<file path="src/rtl/rf_writeback_arbiter_pkg.sv">
// Shared constants and types for the register-file writeback arbiter.
package rf_writeback_arbiter_pkg;

  localparam int REG_ADDR_W = 5;

  localparam logic [REG_ADDR_W-1:0] REG_ZERO = '0;

  // Requester identity; the same encoding names the priority holder.
  typedef enum logic {
    REQ_A = 1'b0,
    REQ_B = 1'b1
  } req_id_t;

endpackage

</file>
<file path="src/rtl/rf_writeback_arbiter_rr_arbiter2.sv">
// Two-way round-robin arbiter: combinational grant, registered priority pointer.
module rr_arbiter2
  import rf_writeback_arbiter_pkg::*;
(
  input  logic       clk,
  input  logic       reset,
  input  logic       hold,
  input  logic       a_valid,
  input  logic       b_valid,
  input  logic       xfer,
  output logic [1:0] grant,
  output req_id_t    prio
);

  req_id_t prio_next;

  // Priority pointer register; reset leaves A as the preferred requester.
  always_ff @(posedge clk or negedge reset) begin
    if (!reset) begin
      prio <= REQ_A;
    end else begin
      prio <= prio_next;
    end
  end

  // Grant from current requests; pointer flips only after a contended transfer.
  always_comb begin
    grant     = 2'b00;
    prio_next = prio;
    if (reset && !hold) begin
      if (a_valid && b_valid) begin
        grant = (prio == REQ_A) ? 2'b01 : 2'b10;
      end else begin
        grant = {b_valid, a_valid};
      end
    end
    if (xfer && a_valid && b_valid) begin
      prio_next = (prio == REQ_A) ? REQ_B : REQ_A;
    end
  end

endmodule

</file>
<file path="src/rtl/rf_writeback_arbiter.sv">
// Shares the register-file write port between the ALU (A) and load (B) paths.
module rf_writeback_arbiter
  import rf_writeback_arbiter_pkg::*;
#(
  parameter int size    = 32,
  parameter int DROP_R0 = 1,
  parameter int CNT_W   = 16
) (
  input  logic                  clk,
  input  logic                  reset,
  input  logic                  hold,
  input  logic                  a_valid,
  input  logic [REG_ADDR_W-1:0] a_reg,
  input  logic [size-1:0]       a_data,
  output logic                  a_ready,
  input  logic                  b_valid,
  input  logic [REG_ADDR_W-1:0] b_reg,
  input  logic [size-1:0]       b_data,
  output logic                  b_ready,
  output logic                  reg_write,
  output logic [REG_ADDR_W-1:0] write_register,
  output logic [size-1:0]       write_data,
  output logic [CNT_W-1:0]      conflict_cnt
);

  logic [1:0]            grant;
  req_id_t               prio;
  logic                  xfer;
  logic                  sel_b;
  logic [REG_ADDR_W-1:0] sel_reg;
  logic [size-1:0]       sel_data;
  logic                  drop_write;
  logic                  conflict;

  rr_arbiter2 u_arb (
    .clk     (clk),
    .reset   (reset),
    .hold    (hold),
    .a_valid (a_valid),
    .b_valid (b_valid),
    .xfer    (xfer),
    .grant   (grant),
    .prio    (prio)
  );

  // Handshake, winner selection and the register-0 suppression decision.
  always_comb begin
    a_ready    = grant[0];
    b_ready    = grant[1];
    xfer       = (a_valid && grant[0]) || (b_valid && grant[1]);
    sel_b      = (a_valid && b_valid) ? (prio == REQ_B) : b_valid;
    sel_reg    = sel_b ? b_reg : a_reg;
    sel_data   = sel_b ? b_data : a_data;
    drop_write = (DROP_R0 != 0) && (sel_reg == REG_ZERO);
    conflict   = a_valid && b_valid && !hold;
  end

  // Registered write port; address/data hold when nothing transfers.
  always_ff @(posedge clk or negedge reset) begin
    if (!reset) begin
      reg_write      <= 1'b0;
      write_register <= '0;
      write_data     <= '0;
    end else if (xfer) begin
      reg_write      <= !drop_write;
      write_register <= sel_reg;
      write_data     <= sel_data;
    end else begin
      reg_write      <= 1'b0;
    end
  end

  // Saturating count of contended, non-held cycles.
  always_ff @(posedge clk or negedge reset) begin
    if (!reset) begin
      conflict_cnt <= '0;
    end else if (conflict && (conflict_cnt != {CNT_W{1'b1}})) begin
      conflict_cnt <= conflict_cnt + 1'b1;
    end
  end

endmodule

</file>
<file path="config.mk">
export PLATFORM = sky130hd
export DESIGN_NAME = rf_writeback_arbiter
export DESIGN_NICKNAME = d
export VERILOG_FILES = /design/src/rtl/rf_writeback_arbiter_pkg.sv /design/src/rtl/rf_writeback_arbiter_rr_arbiter2.sv /design/src/rtl/rf_writeback_arbiter.sv
export SDC_FILE = /design/constraint.sdc
export NUM_CORES = 1
export LEC_CHECK = 0
export CAP_MARGIN = 10
export CORE_ASPECT_RATIO = 1.75
export CORE_MARGIN = 2
export CORE_UTILIZATION = 40
export DETAILED_ROUTE_END_ITERATION = 10
export GPL_TIMING_DRIVEN = 0
export PLACE_DENSITY = 0.92
export SLEW_MARGIN = 5
export SYNTH_ARGS = -nofsm -noshare
export SYNTH_HDL_FRONTEND = slang
export SYNTH_HIERARCHICAL = 1
export SYNTH_SLANG_ARGS = --single-unit
</file>
<file path="constraint.sdc">
create_clock -name clk -period 2.15 [get_ports clk]
set_input_delay 0.43 -clock clk [delete_from_list [all_inputs] [get_ports clk]]
set_output_delay 0.43 -clock clk [all_outputs]
set_load 0.01 [all_outputs]
</file>
==> reports/qor.yml, run 1 <==
run_status:
  run_status: "finished clean"
timing:
  rsz0062_at_grt: "no"
  hold_viol: 0
  max_slew.worst_pin.slew_ns: 0.978
  fin_crit_ns: 2.04
  report.final.setup_viol: 0
  fmax_ghz: 0.491
  drv_slew: 0
  fin_skew_ns: 0.00423
  maxSlewHeadroom_pct: 34.6
  final.setup.tns_ns: 0
  min_period_over_period_pct: 94.7
logic_synthesis:
  synthFlopType: "dfrtp_1"
  postSynthAreaPerCell_um2: 10.4
  netlist_area_um2: 2640
  synth_cell_type_count: 35
  ys_ff_latch: 55
  yosysTopAreaCell: "dfrtp_1"
  synth_cells: 255
  synthTopCellsByArea: "dfrtp_1 52%, mux2i_1 14%, o21ai_0 7.2%"
  yosysWarningCount: 6
  synth-edff-count: 0
  async_flop_share_pct: 100
  synth_top_cell_area_share_pct: 52.1
  ys_seq_area_share_pct: 52.1
  syn_nets: 335
floorplanning:
  initial_core_util_pct: 41.0
  ios: 135
  rows: 39
  fp.dieW_um: 65.5
  core_um2: 6440
  die-height_um: 112
  die_area_um2: 7300
grt:
  grt_max_degree: 36
  grt_first_pass_wirelength_mm: 12.2
  grt_pass1_vias: 2582
  track_usage_pct: 21.3
  overflow: 0
  antenna_found_initial: 0
clocking:
  cts_inserted_buffers: 5
  clk_pin_slew_worst_paths_ns: 0.06
  clockRootBuffer: "clkbuf_16"
  clk_latency_ns: 0.29
  cts_max_level: 2
  cts_tree: "built"
  cts_sinks: 55
  clock_path_buffers: 2
detailed_routing:
  wl_per_cell_um: 15.2
  postRouteAntennaNets: 0
  drt_first_pass_iters: 4
  num_vias: 2441
  wirelength_mm: 7.26
  viasPerCell: 5.10
  drtIter0Drc: 104
  drc_errors: 0
pwr:
  power.leakage_nw: 1.96
  pwr-share-clk_pct: 19.4
  combPwrFrac_pct: 39.8
  ir_drop_mv: 0.725
  internal_power_mw: 2.67
  power.density_nw_per_um2: 911
  p_switching_mw: 1.21
  power_frac_seq_pct: 40.8
  swShare_pct: 31.1
worst_setup_path:
  regToRegSetupSlack_ns: 0.30
  critPathTopFamily: "buffers and inverters"
  worstSetupStartpoint: "hold"
  cp.arrival_ns: 1.61
  rr_startpoint: "conflict_cnt[0]"
  critPathMaxStageDelay_ns: 0.45
  slowest_stage: "clkdlybuf4s50_1"
  cp-endpoint: "a_ready"
  reg2reg_depth: 5
  end_kind: "primary output"
  critPathKind: "in -> out"
  path_depth: 4
  startpoint_type: "primary input"
  required_ns: 1.72
  r2r-end: "conflict_cnt[12]"
  crit_buf_inv: 2
  cp_cell_sequence: "clkdlybuf4s50_1 -> nand3b_1 -> a21oi_1 -> dlygate4sd2_1"
  path_max_fanout: 4
cells_and_area:
  utilization_pct: 66.0
  diodes: 0
  instances_no_fill: 479
  syn_to_final_growth_pct: 60.9
  drive_above_1_share_pct: 5.54
  nets: 478
  final_common_cell: "clkdlybuf4s50_1"
  final_cell_mix: "129 x clkdlybuf4s50_1, 55 x dfrtp_1, 46 x nand2_1"
hold_path:
  holdCritPathClass: "in -> async"
place:
  port_buffers: 134
  dp_cells: 472
  gp_routability_congestion: 0.826
  hpwl_mm: 5.90
job:
  drv_cap: 0
-- synthesized netlist by cell type, types with 2 or more instances --
library cell and count:
mux2_1 2, a21oi_1 5, or4_1 2, clkbuf_1 8
inv_1 4, nand3_1 6, xnor2_1 5, a31oi_1 2
nand4_1 4, nor2_1 4, o21ai_0 38, nor4_4 2
nand3b_1 3, nand2_1 46, dfrtp_1 55, mux2i_1 37
xor2_1 5, nor3_1 8, buf_2 3
-- area by class of cell --
| type | instances | area, um2 |
|---|---|---|
| buffer | 12 | 58.8 |
| clock buffer | 6 | 129 |
| fill | 565 | 2190 |
| inverter | 4 | 15.0 |
| multi-input combinational | 184 | 1200 |
| sequential | 55 | 1380 |
| tap | 82 | 103 |
| timing repair buffer | 136 | 1370 |
-- layer usage --
layer	vias to the layer above	wire, um	track usage (%)	share of wire [%]
li1	1179	-	-	-
met1	1157	2500	22.3	34
met2	91	4130	40.1	57
met3	14	444	5.25	6.1
met4	0	182	6.53	2.5
met5	-	0	0	0
-- power by group through the flow --
stage | Combinational [mW] | Sequential (mW) | Clock [mW]
floorplan | 0.439 | 1.73 | 0
global placement | 1.50 | 1.59 | 0
detailed placement | 1.55 | 1.60 | 0
CTS | 1.56 | 1.58 | 0.767
global route | 1.67 | 1.63 | 0.816
finish | 1.54 | 1.58 | 0.750
-- kinds of logic after synthesis --
group / after synthesis / synth area share [%]
muxes: 40 / 15.3
DFF: 55 / 52.1
buffers and inverters: 16 / 2.56
and+or+nand+nor: 84 / 16.6
xor gates and xnor gates: 10 / 3.31
AOI/OAI and AO/OA: 49 / 9.75
adders and majority gates: 1 / 0.473
-- worst register-to-register path, stage by stage, from the launching register on --
cell and delay (ns):
dfrtp_1 0.41, ha_1 0.28, nand4b_1 0.29, or4_1 0.56
nor3_1 0.15, a21oi_1 0.06
-- metrics by stage --
step / total power [mW] / cell area [um2] / worst slack, ns / hold WS [ns]
5_1_grt: 4.11 / 4250 / 0.00354 / 0.0697
3_5_place_dp: 3.15 / 4100 / -0.605 / 0.441
2_1_floorplan: 2.17 / 2640 / 0.374 / 0.134
4_1_cts: 3.91 / 4250 / 0.00433 / 0.0657
3_3_place_gp: 3.09 / 4090 / -2.37 / 0.463
6_report: 3.88 / 4250 / 0.114 / 0.0618
-- sequential cells by signal, indices dropped and copies added, names as in the netlist --
signal / count
write_data: 32
u_arb/prio: 1
conflict_cnt: 16
write_register: 5
reg_write: 1
-- how the worst min path moves through the flow --
stage                         startpoint               end  slack, ns  cells past startpoint
after CTS                          reset  conflict_cnt[10]       0.07                      2
after global placement    write_data[20]    write_data[20]       0.46                      2
final                              reset  conflict_cnt[10]       0.06                      2
after global routing               reset  conflict_cnt[10]       0.07                      2
after detailed placement           reset    write_data[29]       0.44                      1
after floorplan                    reset   conflict_cnt[0]       0.13                      0
-- what timing repair did --
action / CTS / global route
hold buffers: 1 / 0
gates cloned: 0 / 0
buffers inserted: 0 / 0
setup endpoints to repair: 41 / 27
resized for setup: 9 / 6
hold endpoints to repair: 22 / 0
Note: power is estimated with default switching activity, not from simulation.
==> inputs of run 2 (changes only) <==
SLEW_MARGIN = unset   (was 5)
==> results of run 2 <==
The final DEF is identical to that of run 1; final timing and power are the same.
==> inputs of run 3 (changes only) <==
PLACE_DENSITY = 0.91   (was 0.92)
SYNTH_HIERARCHICAL = unset   (was 1)
==> reports/qor.yml, run 3 <==
run_status:
  run_status: "finished clean"
detailed_routing:
  num_vias: 2526
  postRouteAntennaNets: 0
  drt_first_pass_iters: 5
  wl_per_cell_um: 16.9
  drc_errors: 0
  drtIter0Drc: 158
  wirelength_mm: 8.20
  viasPerCell: 5.22
logic_synthesis:
  synth_top_cell_area_share_pct: 51.7
  postSynthAreaPerCell_um2: 10.4
  synthTopCellsByCount: "55 x dfrtp_1, 47 x nor2_1, 38 x a21oi_1, 37 x mux2i_1, 10 x xnor2_1"
  synthMostInstantiatedCell: "dfrtp_1"
  synth-edff-count: 0
  synth_cells: 256
  syn_nets: 336
  ys_ff_latch: 55
  synthFlopType: "dfrtp_1"
  ys_seq_area_share_pct: 51.7
  netlist_area_um2: 2660
  synthTopCellsByArea: "dfrtp_1 52%, mux2i_1 14%, a21oi_1 7.1%"
  yosysTopAreaCell: "dfrtp_1"
  synth_cell_type_count: 38
  yosysWarningCount: 0
  async_flop_share_pct: 100
pwr:
  power.leakage_nw: 1.84
  power.density_nw_per_um2: 767
  ir_drop_mv: 0.524
grt:
  overflow: 0
  grt_pass1_vias: 2572
  grt_first_pass_wirelength_mm: 12.7
  grt_max_degree: 33
  track_usage_pct: 22.4
  antenna_found_initial: 0
worst_setup_path:
  cp.arrival_ns: 1.56
  end_kind: "primary output"
  regToRegSetupSlack_ns: 0.39
  r2r-end: "conflict_cnt[1]"
  worstSetupStartpoint: "hold"
  required_ns: 1.72
  startpoint_type: "primary input"
  rr_startpoint: "conflict_cnt[0]"
  cp-endpoint: "a_ready"
  reg2reg_depth: 5
  critPathKind: "in -> out"
  path_max_fanout: 3
place:
  gp_routability_congestion: 0.771
  dp_slack_ns: -0.563
  hpwl_mm: 6.25
  port_buffers: 134
cells_and_area:
  largest_register_ff_count: 32
  drive_above_1_share_pct: 6.97
  diodes: 0
  ff_latch_area_um2: 1380
  final_cell_mix: "129 x clkdlybuf4s50_1, 55 x dfrtp_1, 47 x nor2_1"
  nets: 481
  syn_to_final_growth_pct: 62.1
  reg_top3: "write_data x32, conflict_cnt x16, write_register x5"
  regMostFlops: "write_data"
  final_common_cell: "clkdlybuf4s50_1"
  multiInputGateArea_um2: 1220
  fill_cells: 483
clocking:
  cts_max_level: 2
  clockRootBuffer: "clkbuf_16"
  clk_latency_ns: 0.29
  cts_sinks: 55
  clock_path_buffers: 2
  cts_inserted_buffers: 5
  clk_pin_slew_worst_paths_ns: 0.07
  cts_tree: "built"
timing:
  max_slew.worst_pin.slew_ns: 0.642
  maxSlewHeadroom_pct: 57.1
  fin_crit_ns: 1.99
  drv_slew: 0
  hold_viol: 0
  min_period_over_period_pct: 92.3
  fin_hold_ws_ns: 0.0609
  report.final.setup_viol: 0
  postLayoutSetupSlackWorst_ns: 0.165
  rsz0062_at_grt: "no"
  fmax_ghz: 0.504
  fin_skew_ns: 0.00390
floorplanning:
  die_area_um2: 7350
  initial_core_util_pct: 41.0
  rows: 39
  ios: 135
  die-height_um: 112
  fp.dieW_um: 65.7
  core_um2: 6490
job:
  drv_cap: 0
hold_path:
  holdCritPathClass: "in -> async"
[run 3: changes by cell type in the layout (fill, tap and decap cells not counted), moves of 5 or more]
cell,change
a21oi_1,+33
xor2_1,-5
xnor2_1,+5
nand2_1,-38
o21ai_0,-36
nor3_1,-7
nor2_1,+43
[run 3: logic make-up after synthesis]
family / count (synthesis) / synth area share, %
adder cells (fa/ha/maj): 1 / 0.470
XOR/XNOR: 10 / 3.29
flip-flops: 55 / 51.7
AND/OR/NAND/NOR: 76 / 13.9
multiplexers: 41 / 15.6
AO/OA/AOI/OAI: 56 / 12.1
buffers and inverters: 17 / 3.01
[run 3: stage by stage]
stage	TNS [ns]	std cells	cell area (um2)	util [%]	power [mW]
finish	0	484	4320	66.5	3.31
global route	0	484	4320	66.5	3.48
CTS	0	484	4320	66.5	3.33
global placement	-135.46	472	4110	63.3	2.45
detailed placement	-11.58	473	4120	63.5	2.50
floorplan	0	256	2660	-	1.84
[run 3: critical path: stages]
cell and delay, ns:
clkdlybuf4s50_1 0.43, nand2b_1 0.18, a211oi_1 0.19, dlygate4sd2_1 0.31
[run 3: what timing repair did]
action                                  CTS  global route
setup buffers                             1             0
endpoints found under the setup margin   30             1
gates resized for setup                   9             1
hold buffers                              2             0
endpoints found under the hold margin    13             0
cloned                                    0             0
pin swaps                                 0             0
[run 3: final cells by class]
cell class	count	area share, %
sequential	55	31.9
multi-input combinational	184	28.2
tap	82	2.38
clock inverter	3	0.464
inverter	3	0.261
timing repair buffer	138	32.2
clock buffer	5	2.90
buffer	14	1.74
[run 3: worst min-delay path by stage]
stage,end,start,cells after the start
floorplan,conflict_cnt[0],reset,0
global placement,u_arb.prio,u_arb.prio,1
detailed placement,write_data[4],reset,1
CTS,write_data[11],reset,2
global route,write_data[9],reset,2
finish,write_data[11],reset,2
[run 3: routing by layer]
layer  vias up  track usage (%)  wire (um)
met2       107             41.8       4450
met3        14             5.56        663
li1       1193                -          -
met1      1212             23.9       2920
met5         -                0          0
met4         0             6.81        166
[run 3: where the power goes]
group / leakage, nW / switching (mW) / internal (mW)
combinational: 1.13 / 0.485 / 0.652
clock: 0.0658 / 0.366 / 0.430
sequential: 0.642 / 0.156 / 1.22
total: 1.84 / 1.01 / 2.30
